## src/rtl/axi_lite_master_seq.sv

```systemverilog
`default_nettype none
// ============================================================================
// Module      : axi_lite_master_seq
// Description : Single-outstanding AXI4-Lite master sequencer. It turns one
//               command into a read or write burst, with a per-phase timeout.
// Revision    : 1.0 - initial release
// ============================================================================
module axi_lite_master_seq #(
    parameter int TIMEOUT = 255
) (
    input  logic        S_ACLK,
    input  logic        S_ARRESET_N,
    input  logic        cmd_valid,
    output logic        cmd_ready,
    input  logic        cmd_write,
    input  logic [31:0] cmd_addr,
    input  logic [31:0] cmd_wdata,
    input  logic [3:0]  cmd_wstrb,
    output logic        rsp_valid,
    output logic [31:0] rsp_rdata,
    output logic [1:0]  rsp_resp,
    output logic        M_AWVALID,
    output logic [31:0] M_AWADDR,
    input  logic        S_AWREADY,
    output logic        M_WVALID,
    output logic [31:0] M_WDATA,
    output logic [3:0]  M_WSTRB,
    input  logic        S_WREADY,
    input  logic        S_BVALID,
    input  logic [1:0]  S_BRESP,
    output logic        M_BREADY,
    output logic        M_ARVALID,
    output logic [31:0] M_ARADDR,
    input  logic        S_ARREADY,
    input  logic        S_RVALID,
    input  logic [31:0] S_RDATA,
    output logic        M_RREADY
);

    localparam logic [15:0] c_timeout   = 16'(TIMEOUT);
    localparam logic [1:0]  c_resp_okay = 2'b00;
    localparam logic [1:0]  c_resp_tout = 2'b10;

    typedef enum logic [2:0] {
        ST_IDLE    = 3'd0,
        ST_WR_REQ  = 3'd1,
        ST_WR_RESP = 3'd2,
        ST_RD_REQ  = 3'd3,
        ST_RD_DATA = 3'd4,
        ST_DONE    = 3'd5
    } state_t;

    state_t      r_state;
    logic [15:0] r_cnt;
    logic        r_cmd_ready;
    logic        r_rsp_valid;
    logic [31:0] r_rsp_rdata;
    logic [1:0]  r_rsp_resp;
    logic        r_awvalid;
    logic [31:0] r_awaddr;
    logic        r_wvalid;
    logic [31:0] r_wdata;
    logic [3:0]  r_wstrb;
    logic        r_bready;
    logic        r_arvalid;
    logic [31:0] r_araddr;
    logic        r_rready;

    state_t      w_state_nxt;
    logic [15:0] w_cnt_nxt;
    logic        w_cmd_ready_nxt;
    logic        w_rsp_valid_nxt;
    logic [31:0] w_rsp_rdata_nxt;
    logic [1:0]  w_rsp_resp_nxt;
    logic        w_awvalid_nxt;
    logic [31:0] w_awaddr_nxt;
    logic        w_wvalid_nxt;
    logic [31:0] w_wdata_nxt;
    logic [3:0]  w_wstrb_nxt;
    logic        w_bready_nxt;
    logic        w_arvalid_nxt;
    logic [31:0] w_araddr_nxt;
    logic        w_rready_nxt;
    logic        w_abort;

    logic w_aw_done;
    logic w_w_done;
    logic w_timeout;

    // A channel counts as done once its valid has already dropped or its ready arrives now.
    assign w_aw_done = !r_awvalid || S_AWREADY;
    assign w_w_done  = !r_wvalid  || S_WREADY;
    assign w_timeout = (r_cnt == c_timeout);

    always_comb begin
        w_state_nxt     = r_state;
        w_cnt_nxt       = '0;
        w_cmd_ready_nxt = 1'b0;
        w_rsp_valid_nxt = 1'b0;
        w_rsp_rdata_nxt = r_rsp_rdata;
        w_rsp_resp_nxt  = r_rsp_resp;
        w_awvalid_nxt   = r_awvalid;
        w_awaddr_nxt    = r_awaddr;
        w_wvalid_nxt    = r_wvalid;
        w_wdata_nxt     = r_wdata;
        w_wstrb_nxt     = r_wstrb;
        w_bready_nxt    = r_bready;
        w_arvalid_nxt   = r_arvalid;
        w_araddr_nxt    = r_araddr;
        w_rready_nxt    = r_rready;
        w_abort         = 1'b0;

        case (r_state)
            ST_IDLE: begin
                w_cmd_ready_nxt = 1'b1;
                if (cmd_valid && r_cmd_ready) begin
                    w_cmd_ready_nxt = 1'b0;
                    if (cmd_write) begin
                        w_state_nxt   = ST_WR_REQ;
                        w_awvalid_nxt = 1'b1;
                        w_wvalid_nxt  = 1'b1;
                        w_awaddr_nxt  = cmd_addr;
                        w_wdata_nxt   = cmd_wdata;
                        w_wstrb_nxt   = cmd_wstrb;
                    end else begin
                        w_state_nxt   = ST_RD_REQ;
                        w_arvalid_nxt = 1'b1;
                        w_araddr_nxt  = cmd_addr;
                    end
                end
            end

            // Timeout is checked first: reaching the limit aborts even if a ready arrives that cycle.
            ST_WR_REQ: begin
                if (w_timeout) begin
                    w_abort = 1'b1;
                end else if (w_aw_done && w_w_done) begin
                    w_state_nxt   = ST_WR_RESP;
                    w_awvalid_nxt = 1'b0;
                    w_wvalid_nxt  = 1'b0;
                    w_bready_nxt  = 1'b1;
                end else begin
                    if (S_AWREADY) w_awvalid_nxt = 1'b0;
                    if (S_WREADY)  w_wvalid_nxt  = 1'b0;
                    w_cnt_nxt = r_cnt + 16'd1;
                end
            end

            ST_WR_RESP: begin
                if (w_timeout) begin
                    w_abort = 1'b1;
                end else if (S_BVALID) begin
                    w_state_nxt     = ST_DONE;
                    w_bready_nxt    = 1'b0;
                    w_rsp_resp_nxt  = S_BRESP;
                    w_rsp_rdata_nxt = '0;
                    w_rsp_valid_nxt = 1'b1;
                end else begin
                    w_cnt_nxt = r_cnt + 16'd1;
                end
            end

            ST_RD_REQ: begin
                if (w_timeout) begin
                    w_abort = 1'b1;
                end else if (S_ARREADY) begin
                    w_state_nxt   = ST_RD_DATA;
                    w_arvalid_nxt = 1'b0;
                    w_rready_nxt  = 1'b1;
                end else begin
                    w_cnt_nxt = r_cnt + 16'd1;
                end
            end

            ST_RD_DATA: begin
                if (w_timeout) begin
                    w_abort = 1'b1;
                end else if (S_RVALID) begin
                    w_state_nxt     = ST_DONE;
                    w_rready_nxt    = 1'b0;
                    w_rsp_resp_nxt  = c_resp_okay;
                    w_rsp_rdata_nxt = S_RDATA;
                    w_rsp_valid_nxt = 1'b1;
                end else begin
                    w_cnt_nxt = r_cnt + 16'd1;
                end
            end

            ST_DONE: begin
                w_state_nxt     = ST_IDLE;
                w_cmd_ready_nxt = 1'b1;
            end

            default: begin
                w_state_nxt = ST_IDLE;
            end
        endcase

        if (w_abort) begin
            w_state_nxt     = ST_DONE;
            w_awvalid_nxt   = 1'b0;
            w_wvalid_nxt    = 1'b0;
            w_bready_nxt    = 1'b0;
            w_arvalid_nxt   = 1'b0;
            w_rready_nxt    = 1'b0;
            w_rsp_resp_nxt  = c_resp_tout;
            w_rsp_rdata_nxt = '0;
            w_rsp_valid_nxt = 1'b1;
        end
    end

    always_ff @(posedge S_ACLK or negedge S_ARRESET_N) begin
        if (!S_ARRESET_N) begin
            r_state     <= ST_IDLE;
            r_cnt       <= '0;
            r_cmd_ready <= 1'b0;
            r_rsp_valid <= 1'b0;
            r_rsp_rdata <= '0;
            r_rsp_resp  <= '0;
            r_awvalid   <= 1'b0;
            r_awaddr    <= '0;
            r_wvalid    <= 1'b0;
            r_wdata     <= '0;
            r_wstrb     <= '0;
            r_bready    <= 1'b0;
            r_arvalid   <= 1'b0;
            r_araddr    <= '0;
            r_rready    <= 1'b0;
        end else begin
            r_state     <= w_state_nxt;
            r_cnt       <= w_cnt_nxt;
            r_cmd_ready <= w_cmd_ready_nxt;
            r_rsp_valid <= w_rsp_valid_nxt;
            r_rsp_rdata <= w_rsp_rdata_nxt;
            r_rsp_resp  <= w_rsp_resp_nxt;
            r_awvalid   <= w_awvalid_nxt;
            r_awaddr    <= w_awaddr_nxt;
            r_wvalid    <= w_wvalid_nxt;
            r_wdata     <= w_wdata_nxt;
            r_wstrb     <= w_wstrb_nxt;
            r_bready    <= w_bready_nxt;
            r_arvalid   <= w_arvalid_nxt;
            r_araddr    <= w_araddr_nxt;
            r_rready    <= w_rready_nxt;
        end
    end

    assign cmd_ready = r_cmd_ready;
    assign rsp_valid = r_rsp_valid;
    assign rsp_rdata = r_rsp_rdata;
    assign rsp_resp  = r_rsp_resp;
    assign M_AWVALID = r_awvalid;
    assign M_AWADDR  = r_awaddr;
    assign M_WVALID  = r_wvalid;
    assign M_WDATA   = r_wdata;
    assign M_WSTRB   = r_wstrb;
    assign M_BREADY  = r_bready;
    assign M_ARVALID = r_arvalid;
    assign M_ARADDR  = r_araddr;
    assign M_RREADY  = r_rready;

endmodule
`default_nettype wire

```

## config.mk

```make
export PLATFORM = sky130hd
export DESIGN_NAME = axi_lite_master_seq
export DESIGN_NICKNAME = d
export VERILOG_FILES = /design/src/rtl/axi_lite_master_seq.sv
export SDC_FILE = /design/constraint.sdc
export NUM_CORES = 1
export LEC_CHECK = 0
export CAP_MARGIN = 20
export CORE_MARGIN = 2
export CORE_UTILIZATION = 46
export CTS_BUF_LIST = sky130_fd_sc_hd__clkbuf_8
export DETAILED_ROUTE_END_ITERATION = 8
export PLACE_DENSITY = 0.83
export SLEW_MARGIN = 40
export SYNTH_ARGS = -nofsm -noshare
export SYNTH_HDL_FRONTEND = slang
export SYNTH_SLANG_ARGS = --single-unit
```

## constraint.sdc

```tcl
create_clock -name S_ACLK -period 2.2 [get_ports S_ACLK]
set_input_delay 0.44 -clock S_ACLK [delete_from_list [all_inputs] [get_ports S_ACLK]]
set_output_delay 0.44 -clock S_ACLK [all_outputs]
set_load 0.1 [all_outputs]
```

==> results_dict.tcl <==
set metrics [dict create \
    antenna_found_initial 0 \
    synth_commonest_cells "160 x dfrtp_1, 100 x mux2_2, 58 x nor2_1" \
    hold_viol 0 \
    rsz0062_at_grt "no" \
    num_antenna_cells 0 \
    htreeDepth 4 \
    final_util 0.6649 \
    dieArea_um2 15550 \
    cts_tree "done" \
    initial_core_util 0.4665 \
    slew_violations 0 \
    cp_max_fo 6 \
    synth_cell_types 44 \
    grt_pass1_wl_mm 27.40 \
    max-slew-margin-rel 0.6259 \
    syn_area_um2 6703 \
    fin_worst_skew_ps 9.787 \
    drt_iter0_drc 222 \
    clk_pin_slew_ps 80 \
    vias_per_cell 5.051 \
    cts_resized 0 \
    hp-class "reg -> reg" \
    via_count 4894 \
    yosysWarnings 0 \
    gp_congestion 0.8096 \
    fin_crit_sh 0.9072 \
    syn_area_per_cell_um2 13.09 \
    critPathKind "reg -> reg" \
    min_to "r_cnt[0]" \
    critPathLaunchType "flip-flop" \
    die_h_um 124.7 \
    io_buffers 251 \
    wl_per_cell_um 17.26 \
    synth_seq_area_share 0.5973 \
    outcome "finished clean" \
    grt_pass1_vias 5432 \
    ios 252 \
    synth_top_cell_by_area "dfrtp_1" \
    drive_gt1_frac 0.3783 \
    dp_hpwl_mm 12.57 \
    grt_max_degree 61 \
    drc 0 \
    synthCells 512 \
    r2r_start "r_cnt[0]" \
    insertion_delay_ps 450 \
    r2r_cells 5 \
    tightest_slew_ps 561.2 \
    holdPathStages 1 \
    cts_sinks 160 \
    num_rows 44 \
    nets 884 \
    die_x_um 124.7 \
    synthTopCellsByArea "dfrtp_1 60%, mux2_2 17%, mux2i_1 5.1%" \
    critPathRequiredTime_ps 2520 \
    multi_input_area_um2 2567 \
    max_stage_delay_ps 490 \
    endpoint_kind "flip-flop" \
    synth-seq-cells 160 \
    nFillCells 1083 \
    cts_max_path_buffers 2 \
    crit_chain "ha_1 -> nor4b_1 -> nand4_1 -> o2bb2ai_1 -> nor2_1" \
    crit_slowest_cell "o2bb2ai_1" \
    dr.pass1.iters 5 \
    wl_mm 16.72 \
    cts_buffers 17 \
    synth.net_count 624 \
    arrival_ps 2310 \
    grt.total_usage 0.2220 \
    netlist.area_leader.share 0.5973 \
    synth-main-ff-cell "dfrtp_1" \
    drtAntennaViolNets 0 \
    drv_cap 0 \
    reg2reg_to "r_cnt[3]" \
    area.growth.synth_to_final_pct 42.54 \
    path_depth 5 \
    synth_most_common_cell "dfrtp_1" \
    min_from "r_cnt[0]" \
    coreArea_um2 14370 \
    fmax_mhz 501.0 \
    ys_async_sr_fraction 1.000 \
    crit_family "simple AND/OR/NAND/NOR gates" \
    critical_path_buf_inv_count 0 \
    r2r_slack_ps 200 \
    setup_viol 0 \
    period_minus_slack_ps 1996 \
    overflow 0 \
    synth-edff-count 0 \
    root_buffer "clkbuf_8" \
    register_area_um2 4005 \
]
worst max-delay path by stage:
stage	from	end	slack, ps
CTS	r_cnt[0]	r_cnt[5]	190
global route	r_cnt[0]	r_cnt[5]	100
floorplan	cmd_ready	M_AWADDR[0]	210
finish	r_cnt[0]	r_cnt[3]	200
global placement	cmd_valid	M_WDATA[1]	-60
detailed placement	cmd_valid	M_WSTRB[0]	-90
registers in the layout, indices dropped and copies added, names as in the netlist:
name	flops
r_cnt	16
M_BREADY	1
r_state	3
M_ARADDR	32
M_ARVALID	1
M_WSTRB	4
M_WDATA	32
rsp_valid	1
cmd_ready	1
M_WVALID	1
M_AWVALID	1
rsp_rdata	32
M_AWADDR	32
rsp_resp	2
M_RREADY	1
area by class of cell:
cell class,count,area share
flip-flops and latches,160,0.4192
repair buffers,269,0.2471
inverters,4,0.001572
clock buffers,18,0.02593
clock inverters,14,0.01336
well taps,184,0.02410
multi-input cells,320,0.2687
cell usage in the layout (no fill, tap or decap), types with 2 or more instances in the layout:
| cell type | instances |
|---|---|
| dfrtp_1 | 159 |
| buf_4 | 153 |
| clkdlybuf4s50_1 | 109 |
| mux2_2 | 100 |
| nor2_1 | 58 |
| mux2i_1 | 34 |
| and2_1 | 33 |
| clkbuf_8 | 18 |
| nand2_1 | 10 |
| xnor2_1 | 10 |
| nor3_1 | 9 |
| nand3_1 | 9 |
| inv_1 | 8 |
| a21oi_1 | 8 |
| nor2b_1 | 5 |
| nand4_1 | 5 |
| buf_12 | 5 |
| xor2_1 | 4 |
| clkinv_2 | 4 |
| nand2b_1 | 3 |
| nand3b_1 | 3 |
| nor4_1 | 2 |
| or3_1 | 2 |
| o31ai_1 | 2 |
| o21ai_0 | 2 |
| a31oi_1 | 2 |
| clkinvlp_4 | 2 |
| clkinv_4 | 2 |
| bufinv_16 | 2 |
per-stage QoR:
stage	setup TNS [ps]	std cells	setup slack [ps]	hold WS, ps	area [µm²]
final	0	969	204.2	506.8	9554
after global routing	0	969	100.9	527.3	9554
after CTS	0	969	194.6	507.8	9554
after detailed placement	-4298	936	-93.87	455.6	9169
after global placement	-3319	936	-56.63	441.7	9169
after floorplan	0	512	205.6	144.4	6704
metal layers:
layer  vias to the layer above  routed length [µm]  track usage  share of wire
met3                        25                1585       0.1057          0.095
met1                      2391                6228       0.2442           0.37
met5                         -                   0            0              0
li1                       2278                   -            -              -
met4                         0                 306      0.07601          0.018
met2                       200                8600       0.3770           0.51
kinds of logic after synthesis:
| group | Yosys count | synth area share |
|---|---|---|
| flip-flops | 160 | 0.5973 |
| AND/OR/NAND/NOR | 149 | 0.1150 |
| multiplexers | 135 | 0.2221 |
| buffers and inverters | 32 | 0.02520 |
| AO/OA/AOI/OAI | 21 | 0.02016 |
| XOR/XNOR | 14 | 0.01829 |
| adder cells (fa/ha/maj) | 1 | 0.001866 |
timing repair:
item	4_1_cts	5_1_grt
hold buffers	1	0
buffers inserted	0	0
hold endpoints to repair	58	0
Power is not shown: default switching activity piles up to over one toggle a cycle in this logic, so the estimate is an artifact.
